[src/rtl/teras_bridge_pkg.sv]
// Shared definitions for the teras Wishbone bridge: register map, STATUS/CTRL
// bit positions and the core-stall watchdog limit.
package teras_bridge_pkg;

    typedef enum logic [1:0] {
        REG_DATA_IN  = 2'd0,
        REG_DATA_OUT = 2'd1,
        REG_STATUS   = 2'd2,
        REG_CTRL     = 2'd3
    } reg_idx_e;

    localparam int ST_EMPTY     = 8;
    localparam int ST_FULL      = 9;
    localparam int ST_IN_BUSY   = 10;
    localparam int ST_OVERFLOW  = 11;
    localparam int ST_UNDERFLOW = 12;

    localparam int CTRL_MIRROR_EN  = 0;
    localparam int CTRL_CLR_STICKY = 1;
    localparam int CTRL_FLUSH      = 2;

    localparam int WATCHDOG_LIMIT = 1024;
    // One extra bit so the counter can actually hold the limit value.
    localparam int WD_W = $clog2(WATCHDOG_LIMIT + 1);

    function automatic logic [31:0] pack_status(
        input logic [7:0] level,
        input logic       empty,
        input logic       full,
        input logic       in_busy,
        input logic       overflow,
        input logic       underflow
    );
        logic [31:0] s;
        s               = '0;
        s[7:0]          = level;
        s[ST_EMPTY]     = empty;
        s[ST_FULL]      = full;
        s[ST_IN_BUSY]   = in_busy;
        s[ST_OVERFLOW]  = overflow;
        s[ST_UNDERFLOW] = underflow;
        return s;
    endfunction

endpackage

[src/rtl/teras_bridge_wb_if.sv]
// Wishbone-classic slave bus bundle between the management SoC and the bridge.
interface teras_bridge_wb_if;

    logic        wbs_stb_i;
    logic        wbs_cyc_i;
    logic        wbs_we_i;
    logic [3:0]  wbs_sel_i;
    logic [31:0] wbs_dat_i;
    logic [31:0] wbs_adr_i;
    logic        wbs_ack_o;
    logic [31:0] wbs_dat_o;

    modport master (
        output wbs_stb_i, wbs_cyc_i, wbs_we_i, wbs_sel_i, wbs_dat_i, wbs_adr_i,
        input  wbs_ack_o, wbs_dat_o
    );

    modport slave (
        input  wbs_stb_i, wbs_cyc_i, wbs_we_i, wbs_sel_i, wbs_dat_i, wbs_adr_i,
        output wbs_ack_o, wbs_dat_o
    );

endinterface

[src/rtl/teras_sync_fifo.sv]
// Single-clock FIFO with flush and a combinational head; DEPTH must be a power
// of two so the pointers wrap for free.
module teras_sync_fifo #(
    parameter int WIDTH = 32,
    parameter int DEPTH = 8
) (
    input  logic                     clk,
    input  logic                     rst_n,
    input  logic                     i_flush,
    input  logic                     i_push,
    input  logic [WIDTH-1:0]         i_data,
    input  logic                     i_pop,
    output logic [WIDTH-1:0]         o_head,
    output logic                     o_full,
    output logic                     o_empty,
    output logic [$clog2(DEPTH):0]   o_level
);

    localparam int AW = $clog2(DEPTH);
    localparam int LW = AW + 1;

    logic [WIDTH-1:0] r_mem [DEPTH];
    logic [AW-1:0]    r_wr_ptr;
    logic [AW-1:0]    r_rd_ptr;
    logic [LW-1:0]    r_level;
    logic             w_push;
    logic             w_pop;

    assign o_full  = (r_level == LW'(DEPTH));
    assign o_empty = (r_level == '0);
    assign o_level = r_level;
    assign o_head  = r_mem[r_rd_ptr];

    assign w_push = i_push & ~o_full;
    assign w_pop  = i_pop & ~o_empty;

    always_ff @(posedge clk) begin
        if (w_push) begin
            r_mem[r_wr_ptr] <= i_data;
        end
    end

    // Flush wins over a same-cycle push or pop.
    always_ff @(posedge clk or negedge rst_n) begin
        if (!rst_n) begin
            r_wr_ptr <= '0;
            r_rd_ptr <= '0;
            r_level  <= '0;
        end else if (i_flush) begin
            r_wr_ptr <= '0;
            r_rd_ptr <= '0;
            r_level  <= '0;
        end else begin
            if (w_push) begin
                r_wr_ptr <= r_wr_ptr + 1'b1;
            end
            if (w_pop) begin
                r_rd_ptr <= r_rd_ptr + 1'b1;
            end
            r_level <= r_level + LW'(w_push) - LW'(w_pop);
        end
    end

endmodule

[src/rtl/teras_bridge_wb.sv]
// Wishbone-classic slave bridge to one teras systolic core stream port:
// register file, input holding buffer, result FIFO, sticky errors, pad mirror.
module teras_bridge_wb
    import teras_bridge_pkg::*;
#(
    parameter int          DATA_W     = 32,
    parameter int          FIFO_DEPTH = 8,
    parameter logic [31:0] ADDR_BASE  = 32'h3000_0000,
    parameter int          IO_PADS    = 38,
    parameter int          IO_LSB     = 8,
    parameter int          IO_W       = 24
) (
    input  logic                clk,
    input  logic                rst_n,
    teras_bridge_wb_if.slave    wb,
    output logic                core_rts_o,
    input  logic                core_rtr_i,
    output logic [DATA_W-1:0]   core_data_o,
    input  logic                core_rts_i,
    output logic                core_rtr_o,
    input  logic [DATA_W-1:0]   core_data_i,
    output logic [IO_PADS-1:0]  io_out,
    output logic [IO_PADS-1:0]  io_oeb
);

    localparam int LVL_W = $clog2(FIFO_DEPTH) + 1;

    logic              r_ack;
    logic [31:0]       r_dat;
    logic              r_in_valid;
    logic [DATA_W-1:0] r_in_data;
    logic              r_mirror_en;
    logic              r_ovf;
    logic              r_udf;
    logic [WD_W-1:0]   r_wd_cnt;
    logic [IO_W-1:0]   r_mirror_data;
    logic              r_strobe;

    logic              w_hit;
    reg_idx_e          w_idx;
    logic              w_sel_all;
    logic              w_drain;
    logic              w_din_wr;
    logic              w_din_wait;
    logic              w_din_load;
    logic              w_ack_next;
    logic              w_dout_rd;
    logic              w_pop;
    logic              w_udf_set;
    logic              w_ctrl_wr;
    logic              w_clr;
    logic              w_flush;
    logic              w_push;
    logic              w_accept;
    logic              w_stall;
    logic              w_ovf_set;
    logic [31:0]       w_rd_data;
    logic              w_fifo_full;
    logic              w_fifo_empty;
    logic [DATA_W-1:0] w_fifo_head;
    logic [LVL_W-1:0]  w_fifo_level;
    logic              w_unused_adr;

    assign w_unused_adr = &{1'b0, wb.wbs_adr_i[1:0]};

    // Blocking on r_ack keeps a still-asserted strobe from starting a second access.
    assign w_hit     = wb.wbs_cyc_i & wb.wbs_stb_i & ~r_ack
                     & (wb.wbs_adr_i[31:4] == ADDR_BASE[31:4]);
    assign w_idx     = reg_idx_e'(wb.wbs_adr_i[3:2]);
    assign w_sel_all = (wb.wbs_sel_i == 4'hF);

    assign w_drain    = r_in_valid & core_rtr_i;
    assign w_din_wr   = w_hit & wb.wbs_we_i & (w_idx == REG_DATA_IN);
    assign w_din_wait = w_din_wr & w_sel_all & r_in_valid & ~core_rtr_i;
    assign w_din_load = w_din_wr & w_sel_all & ~w_din_wait;
    assign w_ack_next = w_hit & ~w_din_wait;

    assign w_dout_rd = w_hit & ~wb.wbs_we_i & (w_idx == REG_DATA_OUT);
    assign w_pop     = w_dout_rd & ~w_fifo_empty;
    assign w_udf_set = w_dout_rd & w_fifo_empty;

    assign w_ctrl_wr = w_hit & wb.wbs_we_i & (w_idx == REG_CTRL) & w_sel_all;
    assign w_clr     = w_ctrl_wr & wb.wbs_dat_i[CTRL_CLR_STICKY];
    assign w_flush   = w_ctrl_wr & wb.wbs_dat_i[CTRL_FLUSH];

    assign w_push    = core_rts_i & ~w_fifo_full;
    assign w_accept  = w_push & ~w_flush;
    assign w_stall   = core_rts_i & w_fifo_full;
    assign w_ovf_set = w_stall & (r_wd_cnt == WD_W'(WATCHDOG_LIMIT));

    assign wb.wbs_ack_o = r_ack;
    assign wb.wbs_dat_o = r_dat;
    assign core_rts_o   = r_in_valid;
    assign core_data_o  = r_in_data;
    assign core_rtr_o   = ~w_fifo_full;

    always_comb begin
        w_rd_data = '0;
        case (w_idx)
            REG_DATA_IN: w_rd_data = '0;
            REG_DATA_OUT: begin
                if (!w_fifo_empty) begin
                    w_rd_data = 32'(w_fifo_head);
                end
            end
            REG_STATUS: w_rd_data = pack_status(8'(w_fifo_level), w_fifo_empty, w_fifo_full,
                                                r_in_valid, r_ovf, r_udf);
            REG_CTRL: w_rd_data[CTRL_MIRROR_EN] = r_mirror_en;
        endcase
    end

    teras_sync_fifo #(
        .WIDTH (DATA_W),
        .DEPTH (FIFO_DEPTH)
    ) u_result_fifo (
        .clk     (clk),
        .rst_n   (rst_n),
        .i_flush (w_flush),
        .i_push  (w_push),
        .i_data  (core_data_i),
        .i_pop   (w_pop),
        .o_head  (w_fifo_head),
        .o_full  (w_fifo_full),
        .o_empty (w_fifo_empty),
        .o_level (w_fifo_level)
    );

    // Bus side: ack, read data (zero outside an ack), input buffer, control.
    always_ff @(posedge clk or negedge rst_n) begin
        if (!rst_n) begin
            r_ack       <= 1'b0;
            r_dat       <= '0;
            r_in_valid  <= 1'b0;
            r_in_data   <= '0;
            r_mirror_en <= 1'b0;
        end else begin
            r_ack <= w_ack_next;
            r_dat <= (w_hit && !wb.wbs_we_i) ? w_rd_data : '0;
            if (w_din_load) begin
                r_in_valid <= 1'b1;
                r_in_data  <= wb.wbs_dat_i[DATA_W-1:0];
            end else if (w_drain) begin
                r_in_valid <= 1'b0;
            end
            if (w_ctrl_wr) begin
                r_mirror_en <= wb.wbs_dat_i[CTRL_MIRROR_EN];
            end
        end
    end

    // Sticky flags: a set in the same cycle as a clear leaves the flag set.
    always_ff @(posedge clk or negedge rst_n) begin
        if (!rst_n) begin
            r_ovf    <= 1'b0;
            r_udf    <= 1'b0;
            r_wd_cnt <= '0;
        end else begin
            r_ovf <= w_ovf_set | (r_ovf & ~w_clr);
            r_udf <= w_udf_set | (r_udf & ~w_clr);
            if (!w_stall) begin
                r_wd_cnt <= '0;
            end else if (r_wd_cnt != WD_W'(WATCHDOG_LIMIT)) begin
                r_wd_cnt <= r_wd_cnt + 1'b1;
            end
        end
    end

    always_ff @(posedge clk or negedge rst_n) begin
        if (!rst_n) begin
            r_mirror_data <= '0;
            r_strobe      <= 1'b0;
        end else begin
            r_strobe <= w_accept & r_mirror_en;
            if (w_accept && r_mirror_en) begin
                r_mirror_data <= core_data_i[IO_W-1:0];
            end
        end
    end

    // Pad map: IO_W data lanes from IO_LSB, strobe just above, everything else idle.
    for (genvar gi = 0; gi < IO_PADS; gi++) begin : g_pad
        if (gi >= IO_LSB && gi < IO_LSB + IO_W) begin : g_lane
            assign io_out[gi] = r_mirror_data[gi-IO_LSB];
            assign io_oeb[gi] = ~r_mirror_en;
        end else if (gi == IO_LSB + IO_W) begin : g_strobe
            assign io_out[gi] = r_strobe;
            assign io_oeb[gi] = ~r_mirror_en;
        end else begin : g_idle
            assign io_out[gi] = 1'b0;
            assign io_oeb[gi] = 1'b1;
        end
    end

endmodule

[src/flat_wrapper.sv]
// flat-port wrapper written by rule: the top's interface ports become plain ports
module teras_bridge_wb_flat import teras_bridge_pkg::*;
#(
    parameter int          DATA_W     = 32,
    parameter int          FIFO_DEPTH = 8,
    parameter logic [31:0] ADDR_BASE  = 32'h3000_0000,
    parameter int          IO_PADS    = 38,
    parameter int          IO_LSB     = 8,
    parameter int          IO_W       = 24
)
  (clk, rst_n, core_rts_o, core_rtr_i, core_data_o, core_rts_i, core_rtr_o, core_data_i, io_out, io_oeb, wb_wbs_stb_i, wb_wbs_cyc_i, wb_wbs_we_i, wb_wbs_sel_i, wb_wbs_dat_i, wb_wbs_adr_i, wb_wbs_ack_o, wb_wbs_dat_o);
  teras_bridge_wb_if wb_i ();
  input  logic clk;
  input  logic rst_n;
  output logic core_rts_o;
  input  logic core_rtr_i;
  output logic [DATA_W-1:0] core_data_o;
  input  logic core_rts_i;
  output logic core_rtr_o;
  input  logic [DATA_W-1:0] core_data_i;
  output logic [IO_PADS-1:0] io_out;
  output logic [IO_PADS-1:0] io_oeb;
  input wire logic [$bits(wb_i.wbs_stb_i)-1:0] wb_wbs_stb_i;
  input wire logic [$bits(wb_i.wbs_cyc_i)-1:0] wb_wbs_cyc_i;
  input wire logic [$bits(wb_i.wbs_we_i)-1:0] wb_wbs_we_i;
  input wire logic [$bits(wb_i.wbs_sel_i)-1:0] wb_wbs_sel_i;
  input wire logic [$bits(wb_i.wbs_dat_i)-1:0] wb_wbs_dat_i;
  input wire logic [$bits(wb_i.wbs_adr_i)-1:0] wb_wbs_adr_i;
  output wire logic [$bits(wb_i.wbs_ack_o)-1:0] wb_wbs_ack_o;
  output wire logic [$bits(wb_i.wbs_dat_o)-1:0] wb_wbs_dat_o;
  assign wb_i.wbs_stb_i = wb_wbs_stb_i;
  assign wb_i.wbs_cyc_i = wb_wbs_cyc_i;
  assign wb_i.wbs_we_i = wb_wbs_we_i;
  assign wb_i.wbs_sel_i = wb_wbs_sel_i;
  assign wb_i.wbs_dat_i = wb_wbs_dat_i;
  assign wb_i.wbs_adr_i = wb_wbs_adr_i;
  assign wb_wbs_ack_o = wb_i.wbs_ack_o;
  assign wb_wbs_dat_o = wb_i.wbs_dat_o;
  teras_bridge_wb #(.DATA_W(DATA_W), .FIFO_DEPTH(FIFO_DEPTH), .ADDR_BASE(ADDR_BASE), .IO_PADS(IO_PADS), .IO_LSB(IO_LSB), .IO_W(IO_W)) u_core (.clk(clk), .rst_n(rst_n), .wb(wb_i), .core_rts_o(core_rts_o), .core_rtr_i(core_rtr_i), .core_data_o(core_data_o), .core_rts_i(core_rts_i), .core_rtr_o(core_rtr_o), .core_data_i(core_data_i), .io_out(io_out), .io_oeb(io_oeb));
endmodule
[config.mk]
export PLATFORM = sky130hd
export DESIGN_NAME = teras_bridge_wb_flat
export DESIGN_NICKNAME = d
export VERILOG_FILES = /design/src/rtl/teras_bridge_pkg.sv /design/src/rtl/teras_bridge_wb_if.sv /design/src/rtl/teras_sync_fifo.sv /design/src/rtl/teras_bridge_wb.sv /design/src/flat_wrapper.sv
export SDC_FILE = /design/constraint.sdc
export NUM_CORES = 1
export LEC_CHECK = 0
export ABC_AREA = 0
export CORE_MARGIN = 3
export CORE_UTILIZATION = 42
export DETAILED_ROUTE_END_ITERATION = 10
export HOLD_SLACK_MARGIN = 0.03
export PLACE_DENSITY = 0.68
export SKIP_LAST_GASP = 1
export SLEW_MARGIN = 20
export SYNTH_ARGS = -nofsm -noshare
export SYNTH_HDL_FRONTEND = slang
export SYNTH_SLANG_ARGS = --single-unit
[constraint.sdc]
create_clock -name clk -period 4.8 [get_ports clk]
set_input_delay 0.48 -clock clk [delete_from_list [all_inputs] [get_ports clk]]
set_output_delay 0.48 -clock clk [all_outputs]
set_load 0.02 [all_outputs]
; Word level (Yosys, flattened, before mapping)
; Memories as Yosys holds them, arrays and structs flattened.
; Cells that the tools add are included.
[op_classes]
add_sub_neg = 5
multipliers = 0
div = 0
n_lt_le_gt_ge = 0
n_eq_ne = 9
n_shift = 0
mux = 15
bitwise = 39
reduce_logical = 8
[op_table]
columns = cell, count
row1 = 2-to-1 mux 32 bit, 2
row2 = case mux 31 bit (2 select lines), 1
row3 = bitwise AND 1 bit, 28
row4 = == test 28 x 26 -> 1 bit (second input constant), 1
row5 = 2-to-1 mux 11 bit, 2
row6 = 2-to-1 mux 3 bit, 4
row7 = adder 11 x 1 -> 11 bit (second input constant), 1
row8 = == test 11 bit (second input constant), 1
row9 = inequality test 11 bit (second input constant), 1
row10 = inverter 1 bit, 9
row11 = == test 4 bit (second input constant), 2
row12 = adder 3 x 1 -> 3 bit (second input constant), 2
row13 = nonzero test 2 bit, 3
row14 = adder 4 x 1 -> 4 bit, 1
row15 = == test 2 bit (second input constant), 2
row16 = zero test 4 bit, 1
row17 = 2-to-1 mux 1 bit, 4
row18 = 2-to-1 mux 4 bit, 1
row19 = case mux 1 bit (4 select lines), 1
row20 = subtractor 4 x 1 -> 4 bit, 1
row21 = == test 2 x 1 -> 1 bit (second input constant), 1
row22 = logical AND 1 bit, 2
row23 = zero test 2 bit, 1
row24 = inequality test 2 bit (second input constant), 1
row25 = 2 further kinds, 3
[totals]
ff_bits = 115
latch_bits = 0
ram_bits = 256
rom_bits = 0
output_inout_bits = 143
wordCells = 90
mem_count = 1
[mem_list]
columns = name, depth, width, read_ports, rd_clocked_by_memory_dff, write_ports, line_no
row1 = u_core.u_result_fifo.r_mem, 8, 32, 1, 0, 1, teras_sync_fifo.sv:22  ; logic [WIDTH-1:0] r_mem [DEPTH];

; Logic depth before layout (Yosys ltp)
[logic_depth]
depth_word = 11
depth_mapped = 13

; By module
; A second synthesis with hierarchy kept.
[unflattened]
hier_cells = 922
area_unflattened_um2 = 15763.9
[by_module_without_submodules]
columns = module, instances, cells_per_inst, area_per_inst_um2, seq_area_each_um2
row1 = teras_sync_fifo, 1, 444, 10386.2, 7937.6
row2 = teras_bridge_wb, 1, 478, 5377.7, 2627.5

; Least setup slack after synthesis
; Ideal clock, no wire load.
[synth_timing]
kind = register -> register
startpoint = register u_core.u_result_fifo.r_level[2], in the netlist u_core.u_result_fifo.o_level[2]
endpoint = memory u_core.u_result_fifo.r_mem[0][0], enable pin
setup_ns = 0.501
arrival_ns = 4.269
t_required_ns = 4.299
setup_slack_ns = 0.030
stages_incl_launch_ff = 7
period_less_slack_ns = 4.770
path_cell_list = dfrtp_1 -> inv_1 -> ha_1 -> nor3b_1 -> and2b_1 -> clkinv_1 -> nor4_1
[synth_via]
elab_chain_len = 6
[synth_lines]
columns = element, line_no
row1 = start: declaration, teras_sync_fifo.sv:25  ; logic [LW-1:0] r_level;
row2 = start signal: assignment, teras_sync_fifo.sv:60  ; r_level <= r_level + LW'(w_push) - LW'(w_pop);
row3 = == test 4 bit *, teras_sync_fifo.sv:29  ; assign o_full = (r_level == LW'(DEPTH));
row4 = inverter 1 bit *, "teras_sync_fifo.sv:34, teras_bridge_wb.sv:86"
row5 = bitwise AND 1 bit, teras_bridge_wb.sv:86  ; assign w_push = core_rts_i & ~w_fifo_full;
row6 = bitwise AND 1 bit *, teras_sync_fifo.sv:34  ; assign w_push = i_push & ~o_full;
row7 = 2-to-1 mux 1 bit *, teras_sync_fifo.sv:38  ; if (w_push) begin
row8 = 2-to-1 mux 1 bit (implied by the code) *, teras_sync_fifo.sv:39  ; r_mem[r_wr_ptr] <= i_data;
row9 = end: declaration, teras_sync_fifo.sv:22
; Every way passes the cells marked *; elsewhere a longest branch is shown, timed or not.

; Worst setup path after layout
[layout_timing]
startpoint = register u_core.u_result_fifo.r_level[2], in the netlist u_core.u_result_fifo.o_level[2]
endpoint = register u_core.u_result_fifo.r_level[3], in the netlist u_core.u_result_fifo.o_level[3]
[layout_via]
elab_chain_len = 7
[layout_lines]
columns = element, line_no
row1 = == test 4 bit, teras_sync_fifo.sv:29
row2 = inverter 1 bit, "teras_sync_fifo.sv:34, teras_bridge_wb.sv:86"
row3 = bitwise AND 1 bit, teras_bridge_wb.sv:86
row4 = bitwise AND 1 bit, teras_sync_fifo.sv:34
row5 = adder 4 x 1 -> 4 bit, teras_sync_fifo.sv:60
row6 = subtractor 4 x 1 -> 4 bit *, teras_sync_fifo.sv:60
row7 = 2-to-1 mux 4 bit *, teras_sync_fifo.sv:49  ; end else if (i_flush) begin
; Marks and branches as above.
; A chain may end at the register's enable or synchronous reset.

==> metrics.csv <==
stage,metric,value,unit
power_and_ir_drop,p_total,0.00790,W
place,numPortBuffers,221,
timing,maxSlewViolCount,0,
detailed_routing,drt_wl_total,31200,um
timing,worst_pin_slew,935,ps
cells_and_area,diodes,0,
global_routing,grt_pass1_wl,47500,um
global_routing,grt_max_degree,83,
detailed_routing,drt_first_pass_iters,4,
setup_path,required,5170,ps
power_and_ir_drop,swShare,23.9,%
global_routing,grt_use_total,16.2,%
clock_tree,htreeDepth,2,
clock_tree,clock_latency,520,ps
power_and_ir_drop,p_per_area,422,mW/mm2
yosys,synthFlopType,edfxtp_1,
detailed_routing,num_vias,7586,
detailed_routing,first_iter_violations,411,
clock_tree,numClockSinks,371,
detailed_routing,wl_per_cell,20.7,um
yosys,ys_seq_area_share,70.8,%
yosys,synth_edf_count,256,
power_and_ir_drop,internal-power,0.00601,W
job,cap_viol_max_count,0,
yosys,syn_avg_cell_area,18.7,um2
floorplan,start_util,42.9,%
floorplan,dieArea,0.0378,mm2
floorplan,die_y,195,um
power_and_ir_drop,vdd_ir_drop_max,0.311,mV
cells_and_area,syn_to_final_growth,25.5,%
floorplan,ios,250,
cells_and_area,fin_area,0.0187,mm2
setup_path,worstPathMaxFanout,7,
place,gp_congestion,0.724,
hold_path,holdCritPathClass,reg2reg,
yosys,yosys_warnings,0,
cells_and_area,final_nets,1146,
place,placed_area,0.0175,mm2
yosys,syn_area,0.0149,mm2
power_and_ir_drop,p_comb_share,12.8,%
place,dp_hpwl,19500,um
clock_tree,cts_buffers,39,
global_routing,gr-total-overflow,0,
clock_tree,cts-root-buf,clkbuf_16,
timing,max_freq,344,MHz
power_and_ir_drop,p_leak,6.70,nW
yosys,synth_cell_types,50,
timing,period_share,60.6,%
global_routing,grt_pass1_vias,7862,
power_and_ir_drop,pwr-share-clk,37.1,%
setup_path,startpoint_type,register,
timing,setup_viol,0,
detailed_routing,drcViolationCount,0,
timing,finalHoldViolCount,0,
clock_tree,cts_tree,yes,
cells_and_area,drive_above_1_share,17.4,%
setup_path,cp.arrival,3280,ps
timing,grt_setup_unrepaired,no,
floorplan,die_x,195,um
floorplan,placeableCoreArea,0.0348,mm2
timing,maxSlewHeadroom,37.5,%
timing,fin_worst_skew,15.8,ps
yosys,ys_ff_latch,371,
timing,setup_tns,0,ps
clock_tree,clk_pin_slew,70,ps
power_and_ir_drop,p_sw,0.00188,W
power_and_ir_drop,seqPwrFrac,50.2,%
run_status,status,finished clean,
timing,period_needed,2910,ps
detailed_routing,routed_via_density,5.03,
floorplan,row_count,68,
detailed_routing,ant_nets,0,
setup_path,critPathCaptureType,register,
clock_tree,cts_buffer_depth,3,
global_routing,antenna_found_initial,0,
yosys,synth_cells,800,
yosys,async_reset_ff_share,31.0,%
setup_path,crit_type,reg2reg,
-- power by group through the flow --
| stage | combinational (W) | sequential [W] | clock [W] |
|---|---|---|---|
| after floorplan | 0.000494 | 0.00407 | 0 |
| after detailed placement | 0.00103 | 0.00403 | 0 |
| final | 0.00101 | 0.00396 | 0.00293 |
| after global routing | 0.00110 | 0.00400 | 0.00315 |
| after CTS | 0.00103 | 0.00396 | 0.00300 |
| after global placement | 0.00101 | 0.00401 | 0 |
-- cells in the final DEF, fill, tap and decap left out, types with 4 or more instances in the layout --
cell / instances
edfxtp_1: 256
nor4_1: 7
nand3_1: 7
buf_4: 15
nor3_2: 4
mux4_1: 32
nand2_1: 12
xnor2_1: 10
dfrtp_1: 112
conb_1: 26
nand2b_1: 4
mux4_2: 32
and3_1: 4
nor4_4: 7
mux2_2: 54
a21oi_1: 11
clkinv_1: 9
nor2_1: 62
clkbuf_16: 41
clkbuf_1: 8
ha_1: 15
xor2_1: 6
inv_1: 13
mux2i_1: 33
clkbuf_8: 5
clkdlybuf4s50_1: 220
-- routing by layer --
| metal | share of wire [%] | routed length, um | track usage, % | up-vias |
|---|---|---|---|---|
| li1 | - | - | - | 3453 |
| met1 | 43 | 13400 | 21.5 | 3857 |
| met2 | 50 | 15600 | 27.8 | 232 |
| met3 | 5.3 | 1640 | 3.36 | 44 |
| met4 | 1.7 | 532 | 3.67 | 0 |
| met5 | 0 | 0 | 0 | - |
-- sequential cells by signal, indices dropped and copies added, names as in the netlist --
signal,cells
u_core.r_udf,1
u_core.r_ovf,1
u_core.r_mirror_en,1
u_core.r_mirror_data,24
u_core.u_result_fifo.r_mem,256
u_core.wb.wbs_ack_o,1
u_core.u_result_fifo.o_level,4
u_core.r_strobe,1
u_core.r_wd_cnt,11
u_core.core_rts_o,1
u_core.core_data_o,32
u_core.wb.wbs_dat_o,32
u_core.u_result_fifo.r_rd_ptr,3
u_core.u_result_fifo.r_wr_ptr,3
-- cell families after synthesis --
logic type                 share of synthesized area [%]
AOI/OAI and AO/OA                                  0.746
xor gates and xnor gates                           0.939
adders and majority gates                           1.39
buffers and inverters                               4.10
DFF                                                 70.8
muxes                                               16.9
other                                             0.0503
and+or+nand+nor                                     5.10
-- cell usage after synthesis (7+ instances only) --
master,count,area (um2)
mux4_1,32,841
a21oi_1,11,55.1
inv_1,13,48.8
nor4_1,8,50.1
mux2_2,54,608
nand2_1,12,45.0
nor4_4,7,149
nor2_1,65,244
nand3_1,7,35.0
mux4_2,32,721
buf_1,8,30.0
mux2i_1,33,330
ha_1,15,188
clkbuf_1,10,37.5
buf_4,51,383
dfrtp_1,115,2880
edfxtp_1,256,7690
xnor2_1,10,87.6
-- critical path, cell delays in order, from the launching register on --
cell,delay [ps]
dfrtp_1,380
inv_1,110
ha_1,150
nor3b_1,520
and2b_1,320
clkinv_1,230
ha_1,200
inv_1,60
ha_1,260
a21o_1,150
a21oi_1,190
xnor2_1,140
nor2_1,50
-- area by class of cell --
cell class / count / area [um2]
multi-input combinational: 358 / 3900
clock inverter: 17 / 136
sequential: 371 / 10600
tap: 455 / 569
inverter: 14 / 52.6
fill: 2784 / 16100
timing repair buffer: 239 / 2380
clock buffer: 54 / 1120
-- per-stage QoR --
step / hold slack, ps / util [%] / std cells / setup WS, ps
2_1_floorplan: 184 / - / 824 / 29.9
3_3_place_gp: 469 / 50.2 / 1436 / 1400
3_5_place_dp: 476 / 50.2 / 1436 / 1380
4_1_cts: 493 / 53.8 / 1508 / 1810
5_1_grt: 498 / 53.8 / 1508 / 1600
6_report: 487 / 53.8 / 1508 / 1890
-- repair_timing --
action / in CTS / in global routing
hold endpoints to repair: 1 / 0
hold buffers: 1 / 0
buffers inserted: 0 / 0
gates resized for setup: 0 / 0
-- worst paths after layout --
path,from,to,slack (ps),cells past startpoint
hold reg to reg,u_core.r_mirror_data[8]$_DFFE_PN0P_,u_core.r_mirror_data[8]$_DFFE_PN0P_,490,1
setup / recovery,u_core.u_result_fifo.o_level[2]$_DFF_PN0_,u_core.u_result_fifo.o_level[3]$_DFF_PN0_,1890,12
max in group asynchronous,rst_n,u_core.wb.wbs_dat_o[25]$_DFF_PN0_,3260,3
hold / removal,u_core.r_mirror_data[8]$_DFFE_PN0P_,u_core.r_mirror_data[8]$_DFFE_PN0P_,490,1
setup reg to reg,u_core.u_result_fifo.o_level[2]$_DFF_PN0_,u_core.u_result_fifo.o_level[3]$_DFF_PN0_,1890,12
min in group asynchronous,rst_n,u_core.r_mirror_data[12]$_DFFE_PN0P_,560,2
(Power assumes the default switching activity.)
